--- src/rtl/cc_pkg.sv ---
// Shared cache-controller definitions: bus widths and the R-channel serializer state type.
package cc_pkg;

    localparam int unsigned CC_DATA_WIDTH   = 64;
    localparam int unsigned CC_LINE_WIDTH   = 512;
    localparam int unsigned CC_BEATS        = CC_LINE_WIDTH / CC_DATA_WIDTH;
    localparam int unsigned CC_OFFSET_WIDTH = 6;

    typedef enum logic {
        IDLE = 1'b0,
        SEND = 1'b1
    } cc_ser_state_t;

endpackage

--- src/rtl/cc_rdata_serializer.sv ---
// Streams a completed cache line from the response FIFO as one 8-beat R burst,
// critical word first with wrap-around; back-to-back lines need no idle cycle.
module cc_rdata_serializer
    import cc_pkg::*;
#(
    parameter int unsigned DATA_WIDTH = CC_DATA_WIDTH,
    parameter int unsigned LINE_WIDTH = CC_LINE_WIDTH
) (
    input  logic                       clk,
    input  logic                       rst_n,
    input  logic                       fifo_empty_i,
    input  logic [LINE_WIDTH-1:0]      fifo_line_i,
    input  logic [CC_OFFSET_WIDTH-1:0] fifo_offset_i,
    output logic                       fifo_rden_o,
    output logic [DATA_WIDTH-1:0]      inct_rdata_o,
    output logic [1:0]                 inct_rresp_o,
    output logic                       inct_rlast_o,
    output logic                       inct_rvalid_o,
    input  logic                       inct_rready_i
);

    localparam int unsigned BEATS   = LINE_WIDTH / DATA_WIDTH;
    localparam int unsigned IDX_W   = $clog2(BEATS);
    localparam int unsigned BYTE_SH = $clog2(DATA_WIDTH / 8);
    localparam logic [IDX_W-1:0] LAST_BEAT = IDX_W'(BEATS - 1);

    cc_ser_state_t                   state_q, state_d;
    logic [BEATS-1:0][DATA_WIDTH-1:0] line_q;
    logic [IDX_W-1:0]                word_idx_q;
    logic [IDX_W-1:0]                beat_cnt_q;
    logic                            handshake;
    logic                            pop;
    logic [IDX_W-1:0]                start_word;
    logic                            unused_offset_lsbs;

    // Byte-within-word bits of the request offset do not affect beat order.
    assign start_word         = fifo_offset_i[BYTE_SH +: IDX_W];
    assign unused_offset_lsbs = ^fifo_offset_i[BYTE_SH-1:0];

    assign handshake = (state_q == SEND) && inct_rready_i;

    // State register.
    always_ff @(posedge clk or negedge rst_n) begin
        if (!rst_n) begin
            state_q <= IDLE;
        end else begin
            state_q <= state_d;
        end
    end

    // Next state and pop strobe; a new line is only taken between bursts.
    always_comb begin
        state_d = state_q;
        pop     = 1'b0;
        case (state_q)
            IDLE: begin
                if (!fifo_empty_i) begin
                    pop     = 1'b1;
                    state_d = SEND;
                end
            end
            SEND: begin
                if (handshake && (beat_cnt_q == LAST_BEAT)) begin
                    if (!fifo_empty_i) begin
                        pop = 1'b1;
                    end else begin
                        state_d = IDLE;
                    end
                end
            end
            default: state_d = IDLE;
        endcase
        if (!rst_n) begin
            pop = 1'b0;
        end
    end

    // Line buffer, wrapping word pointer and beat counter.
    always_ff @(posedge clk or negedge rst_n) begin
        if (!rst_n) begin
            line_q     <= '0;
            word_idx_q <= '0;
            beat_cnt_q <= '0;
        end else if (pop) begin
            line_q     <= fifo_line_i;
            word_idx_q <= start_word;
            beat_cnt_q <= '0;
        end else if (handshake) begin
            word_idx_q <= word_idx_q + IDX_W'(1);
            beat_cnt_q <= beat_cnt_q + IDX_W'(1);
        end
    end

    assign fifo_rden_o   = pop;
    assign inct_rvalid_o = (state_q == SEND);
    assign inct_rdata_o  = line_q[word_idx_q];
    assign inct_rlast_o  = (state_q == SEND) && (beat_cnt_q == LAST_BEAT);
    assign inct_rresp_o  = 2'b00;

endmodule

--- config.mk ---
export PLATFORM = sky130hd
export DESIGN_NAME = cc_rdata_serializer
export DESIGN_NICKNAME = d
export VERILOG_FILES = /design/src/rtl/cc_pkg.sv /design/src/rtl/cc_rdata_serializer.sv
export SDC_FILE = /design/constraint.sdc
export NUM_CORES = 1
export LEC_CHECK = 0
export CORE_MARGIN = 2
export CORE_UTILIZATION = 30
export CTS_CLUSTER_DIAMETER = 60
export DETAILED_ROUTE_END_ITERATION = 7
export GPL_TIMING_DRIVEN = 0
export PLACE_DENSITY = 0.5
export SYNTH_ARGS = -nofsm -noshare
export SYNTH_HDL_FRONTEND = slang
export SYNTH_SLANG_ARGS = --single-unit
--- constraint.sdc ---
create_clock -name clk -period 4.3 [get_ports clk]
set_input_delay 0.86 -clock clk [delete_from_list [all_inputs] [get_ports clk]]
set_output_delay 0.86 -clock clk [all_outputs]
set_load 0.03 [all_outputs]
# Word level (Yosys, flattened, before mapping)
# Cells that the tools add are included.
# totals
output_inout_bits,69
in_bits,522
elab_cells,32
reg_bits,519
# op_classes
add_sub_neg,2
eq_ne,1
n_reduce_logical,4
magnitude_cmp,1
bitwise,1
muxes,12
# ops
cell,count
$bmux W64 S3,1
$mux W64,1
$mux W3,4
$add A3 B1 Y3 const B,2
$lt A3 B4 Y1 const B,1
$mux W1,4
$pmux W1 S2,2
$eq A3 B3 Y1 const B,1
$logic_and A1 B1 Y1,3
$reduce_bool A2 Y1,1
$not A1 Y1,1

# Depth between registers and ports, before layout
# Gate-level depths: netlist of the first run.
# logic_depth
word_depth,6
mapped_depth,7

# Worst setup path before layout of the first run
# No wires, ideal clock.
# synth_path
path_type,register to output
from,reg word_idx_q[1]
to,out inct_rdata_o[53]
setup_slack_ns,1.730
t_required_ns,3.440
path_stages_with_launch,5
t_arrival_ns,1.710
n_path_buf,2
path_cell_list,dfrtp_1 > buf_4 > buf_2 > mux4_2 > mux2_2
# synth_between
elab_chain_len,2
# synth_lines
element,line,text
start: declaration,cc_rdata_serializer.sv:29,logic [IDX_W-1:0] word_idx_q;
start signal: assignment,cc_rdata_serializer.sv:86,word_idx_q <= start_word;
start signal: assignment,cc_rdata_serializer.sv:89,word_idx_q <= word_idx_q + IDX_W'(1);
$bmux W64 S3,cc_rdata_serializer.sv:96,assign inct_rdata_o = line_q[word_idx_q];
$mux W64 (not written as such),cc_rdata_serializer.sv:96,
end: declaration,cc_rdata_serializer.sv:15,"output logic [DATA_WIDTH-1:0] inct_rdata_o,"
# No other way between the ends. The select of a mux whose other input is x is not followed.

# Worst setup path in the final report of the first run
# layout_path
from,reg word_idx_q[0]
to,out inct_rdata_o[18]
# Same word-level chain as after synthesis.

==> results of run 1 <==
-- cells by family after synthesis --
group           Yosys count  synth area share, %
mux                     708                 40.3
flops                   519                 55.6
buf+inv                  94                 3.47
simple gates             10                0.262
fa+ha+maj                 3                0.161
compound gates            3               0.0750
xor+xnor                  3                0.113
other cells               1               0.0161
-- power groups by stage --
stage                     Combinational (mW)  Sequential [mW]  Clock [mW]
after floorplan                         7.20             8.03           0
after global placement                  10.7             8.47           0
after detailed placement                10.8             8.50           0
after CTS                               10.9             8.42        5.69
after global routing                    11.3             8.72        5.90
final                                   10.7             8.42        5.53
-- critical path: cells and delay by family (launching register included) --
kind,cells,cell delay [ns]
buffers and inverters,3,1.85
flip-flops,1,0.38
multiplexers,1,0.47
-- how the worst max path moves through the flow --
stage	end	slack (ns)	depth (start not counted)
after global routing	inct_rdata_o[20]	0.01	4
after CTS	inct_rdata_o[18]	0.02	5
after global placement	line_q[234]	-21.85	1
after detailed placement	fifo_rden_o	-0.46	6
after floorplan	inct_rdata_o[53]	1.73	4
final	inct_rdata_o[18]	0.15	4
-- metrics by stage --
stage               power, mW  worst slack, ns
finish                   24.7            0.148
detailed placement       19.3           -0.463
global placement         19.2           -21.85
CTS                      25.0           0.0225
global route             25.9           0.0110
floorplan                15.2             1.73
-- flip-flops by register name (all words and copies together), names as in the netlist --
| register | cells |
|---|---|
| line_q | 512 |
| beat_cnt_q | 3 |
| word_idx_q | 3 |
| inct_rvalid_o | 1 |
-- cells in the mapped netlist, drive strengths merged --
cell      n  area (um^2)
dfrtp   519        13000
mux4    128         2880
nand2b    1         6.26
conb      1         3.75
clkbuf   13         48.8
xor2      1         8.76
nand2     3         11.3
xnor2     2         17.5
nand3     3         15.0
ha        3         37.5
a21boi    1         7.51
buf      81          762
and2      1         6.26
nor2      1         3.75
mux2    580         6530
nor3b     1         18.8
a21oi     2         10.0
-- layout make-up --
cell class	count	share of cell area (%)
Clock buffer	96	5.88
Buffer	94	2.65
Clock inverter	14	0.615
Multi-Input combinational cell	729	29.0
Tap cell	1040	3.95
Sequential cell	519	39.4
Timing Repair Buffer	590	18.2
Antenna cell	32	0.243
-- layout by cell type, fill, tap and decap left out, types with 2 or more instances in the layout --
| cell type | netlist | final |
|---|---|---|
| buf_6 | 57 | 57 |
| nand3_1 | 3 | 3 |
| clkinv_8 | 0 | 2 |
| diode_2 | 0 | 32 |
| inv_6 | 0 | 2 |
| clkdlybuf4s15_2 | 0 | 3 |
| a21oi_1 | 2 | 2 |
| clkbuf_8 | 0 | 11 |
| clkbuf_16 | 0 | 69 |
| conb_1 | 1 | 2 |
| buf_16 | 0 | 5 |
| bufinv_16 | 0 | 3 |
| clkbuf_2 | 0 | 7 |
| buf_4 | 3 | 12 |
| clkbuf_4 | 0 | 2 |
| nand2_1 | 3 | 3 |
| xnor2_1 | 2 | 2 |
| clkdlybuf4s50_1 | 0 | 583 |
| clkinv_2 | 0 | 3 |
| ha_1 | 3 | 3 |
| clkbuf_1 | 13 | 22 |
| dfrtp_1 | 519 | 519 |
| mux2_2 | 580 | 580 |
| buf_2 | 15 | 7 |
| mux4_2 | 128 | 128 |
-- routing by layer --
metal / GRT usage (%) / up-vias
li1: - / 6399
met1: 24.4 / 7862
met2: 34.4 / 435
met3: 6.86 / 125
met4: 7.11 / 30
met5: 0 / -
-- what timing repair did --
item,in CTS,in global routing
endpoints found under the setup margin,64,7
endpoints found under the hold margin,0,0
cloned,1,0
gates resized for setup,27,2
==> impl_results.md, run 1 <==
- Outcome: complete, no violations
- Crit path from: word_idx_q[0]
- Post-route design area: 33000 um^2
- Clock power share: 22.4%
- CTS Buf Count: 66
- Slew @ Worst Pin: 0.864 ns
- Time the worst path needs with I/O delays and setup: 4.15 ns
- Cells along the critical path: clkbuf_2, clkbuf_1, mux2_2, clkdlybuf4s50_1
- Synth Cell Area: 23400 um^2
- Crit-path slowest cell: clkbuf_1
- Total global routing overflow: 0
- TritonCTS clock tree: yes
- DR pass1 iterations: 5
- Setup Viol. Count Final: 0
- Max incr delay on CP: 0.65 ns
- MaxCap Viol Count: 0
- Die Span Y: 283 um
- Synthesized area per cell: 17.4 um^2
- Top Ports: 591
- Met3 WL: 5.84 mm
- Final worst path period share: 96.6%
- Peak supply drop: 475 uV
- Area Overhead vs Synth: 41.1%
- Crit path capture type: output port
- Fillers: 6962
- Flops & latches, synth: 519
- Fraction of layout cells with a size suffix above 1: 43.9%
- DP Area: 30600 um^2
- Multi-input gate area: 9560 um^2
- Core box area: 77200 um^2
- Max Buffers Root-to-Sink: 3
- DR iter-0 viols: 677
- Post-route ant nets: 0
- Avg Vias per Cell: 4.77
- Row count: 102
- RR Endpoint: line_q[79]
- WL final: 82.2 mm
- Top layer in use: met5
- Sequential fraction of the synthesis area: 55.6%
- Vias: 14.9k
- IO buf count: 585
- Post-Layout Cell Count: 3114
- Die Wd: 283 um
- Hpwl dp: 61.1 mm
- Static leakage: 13.7 nW
- Pint: 16.5 mW
- Post-DR wirelength/cell: 26.4 um
- Unrepaired setup endpoints after global routing: no
- Reg-to-reg startpoint: beat_cnt_q[0]
- Initial antenna violation count: 45
- Setup Crit Path Kind: reg2out
- Final hold slack: 0.188 ns
- Type of origin of the critical path: register
- Largest net degree at the start of global routing: 115
- FMAX: 0.241 GHz
- Root Buffer: clkbuf_16
- Post-Syn Instances: 1341
- Final hold viol count: 0
- WL met1: 32.7 mm
- DRC viols: 0
- WP data arrival: 3.29 ns
- Starting Density: 30.3%
- Post-CTS Setup Inserts: 0
- Reg area: 13000 um^2
- Fin util: 42.7%
- Crit-path max FO: 10
- Combinational share of power: 43.5%
- Clk_skew: 0.0264 ns
- H-tree Lvls: 3
- Gpl congestion: 0.823
- Clk sinks: 519
- Vias in the first global route: 16.6k
- First-pass GRT wire length: 119 mm
- Post-CTS Hold Buffers: 0
- Slew Viols, Final: 0
- Max transition margin: 42.4%
- R2R Setup Slk: 2.02 ns
- Register-to-Register Path Depth: 7
- Sw Pwr: 8.15 mW
- Final TNS setup: 0 ns
- Ys Warns: 0
- Clock latency on the worst-skew pair: 0.61 ns
- Reg power frac: 34.1%
- Metal2 WL: 41.6 mm
- Synth cell types: 20
- Post-layout net count: 2525
- Placed cells: 2971
- Tot GR Track Use: 20.5%
- Sw Share: 33.0%
- WP data required: 3.44 ns
- Clk pin slew, worst setup/hold paths: 0.06 ns
- DIE AREA: 80100 um^2
- Hold/Removal Path Class: in2async
- PD cells: 749 nW/um^2
(Power assumes the default switching activity.)
==> run 2, diff against run 1 <==
- GPL_ROUTABILITY_DRIVEN: default -> 0
==> results of run 2 <==
Same layout as run 1: the final DEF is identical, and so are final timing and power.
==> run 3, diff against run 2 <==
- CORE_AREA: default -> 2 2 233 235
- CORE_MARGIN: 2 -> default
- CORE_UTILIZATION: 30 -> default
- DIE_AREA: default -> 0 0 235 237
- GPL_ROUTABILITY_DRIVEN: 0 -> default
- PLACE_DENSITY: 0.5 -> 0.7
==> impl_results.md, run 3 (same netlist as run 1, synthesis figures left out) <==
- R2R Setup Slk: 2.09 ns
- WP data required: 3.44 ns
- Max Buffers Root-to-Sink: 3
- FMAX: 0.237 GHz
- Top Ports: 591
- Peak supply drop: 457 uV
- Area Overhead vs Synth: 38.2%
- Hold/Removal Path Class: in2async
- Clk sinks: 519
- DR pass1 iterations: 4
- Starting Density: 43.8%
- Register-to-Register Path Depth: 8
- Most frequent cells in the layout: clkdlybuf4s50_1, mux2_2, dfrtp_1, mux4_2, clkbuf_16
- Root Buffer: clkbuf_16
- Outcome: complete, no violations
- Core box area: 53300 um^2
- MaxCap Viol Count: 0
- Die Span Y: 237 um
- Clock latency on the worst-skew pair: 0.61 ns
- Row count: 85
- Final TNS setup: 0 ns
- Max FFs per register: 512
- Avg Vias per Cell: 5.39
- Slew @ Worst Pin: 0.823 ns
- WP data arrival: 3.36 ns
- Setup Viol. Count Final: 0
- Post-route ant nets: 0
- Static leakage: 13.6 nW
- Post-CTS Hold Buffers: 0
- DIE AREA: 55700 um^2
- Die Wd: 235 um
- Crit-path max FO: 10
- TritonCTS clock tree: yes
- CTS Buf Count: 59
- H-tree Lvls: 2
- Tot GR Track Use: 26.6%
- IO buf count: 585
- DR iter-0 viols: 691
- Gpl congestion: 0.831
- Clk pin slew, worst setup/hold paths: 0.06 ns
- Commonest non-fill, non-tap cell in the layout: clkdlybuf4s50_1
- Max transition margin: 45.1%
- Vias in the first global route: 16.2k
- Final worst path period share: 98.2%
- Crit path capture type: output port
- Slew Viols, Final: 0
- Final hold viol count: 0
- Post-layout net count: 2521
- DRC viols: 0
- Clk_skew: 0.0176 ns
- Unrepaired setup endpoints after global routing: no
- Post-DR wirelength/cell: 27.1 um
- WL final: 74.5 mm
- Vias: 14.8k
- Type of origin of the critical path: register
- PD cells: 743 nW/um^2
- Initial antenna violation count: 30
- RR Endpoint: line_q[85]
- Largest net degree at the start of global routing: 121
- Time the worst path needs with I/O delays and setup: 4.22 ns
- First-pass GRT wire length: 109 mm
- Setup Crit Path Kind: reg2out
- Biggest regs: line_q: 512 flops, beat_cnt_q: 3 flops, word_idx_q: 3 flops
- Reg-to-reg startpoint: beat_cnt_q[0]
- Largest Register: line_q
- Fraction of layout cells with a size suffix above 1: 43.6%
- Hpwl dp: 54.8 mm
- Fin util: 60.6%
- Total global routing overflow: 0
run 3: cell count changes in the layout (fill, tap and decap cells not counted), moves of 3 or more:
cell and delta:
clkbuf_4 +4, clkbuf_16 -10, buf_4 -4, buf_1 +3
clkbuf_8 +5, clkdlybuf4s15_2 -3, diode_2 -13
run 3: area by class of cell:
type,count,area [um^2]
Multi-Input combinational cell,729,9560
Tap cell,696,871
Sequential cell,519,13000
Buffer,94,845
Clock inverter,12,136
Timing Repair Buffer,593,6090
Antenna cell,19,47.5
Clock buffer,89,1750
Fill cell,4063,21000
run 3: through the flow:
step	std cells	hold slack [ns]	power [mW]	worst slack (ns)	cell area (um^2)
global placement	2623	0.483	18.9	-20.76	30100
floorplan	1342	0.475	15.2	1.73	23400
detailed placement	2627	0.491	19.1	-0.868	30200
global route	2747	0.143	25.1	0.000332	32300
finish	2751	0.138	24.0	0.0760	32300
CTS	2732	0.113	24.2	-0.0173	32200
run 3: worst max-delay path by stage:
stage,from,cells after the start,slack (ns),to
after floorplan,word_idx_q[1],4,1.73,inct_rdata_o[53]
after global placement,rst_n,1,-20.76,line_q[203]
after detailed placement,rst_n,7,-0.87,fifo_rden_o
after CTS,word_idx_q[2],5,-0.02,inct_rdata_o[53]
after global routing,word_idx_q[2],5,0.0003,inct_rdata_o[27]
final,word_idx_q[2],5,0.08,inct_rdata_o[27]
run 3: timing repair:
| action | CTS | global route |
|---|---|---|
| gates resized for setup | 11 | 9 |
| gates cloned | 3 | 0 |
| setup endpoints to repair | 65 | 20 |
| setup buffers | 1 | 0 |
run 3: critical path: stages, from the launching register on:
cell	delay (ns)
dfrtp_1	0.38
buf_2	0.40
buf_1	0.63
mux4_2	0.40
mux2_2	0.30
clkdlybuf4s50_1	0.63
run 3: metal layers:
layer / track usage (%) / share of wire [%] / up-vias
met5: 0 / 0.17 / -
met4: 7.48 / 2.1 / 20
met3: 6.44 / 6.1 / 108
met2: 44.4 / 50 / 440
met1: 34.7 / 41 / 7902
li1: - / - / 6361
run 3: power breakdown:
group	switching, mW	internal, mW
Sequential	1.21	7.24
Clock	2.06	2.90
Combinational	4.61	5.96
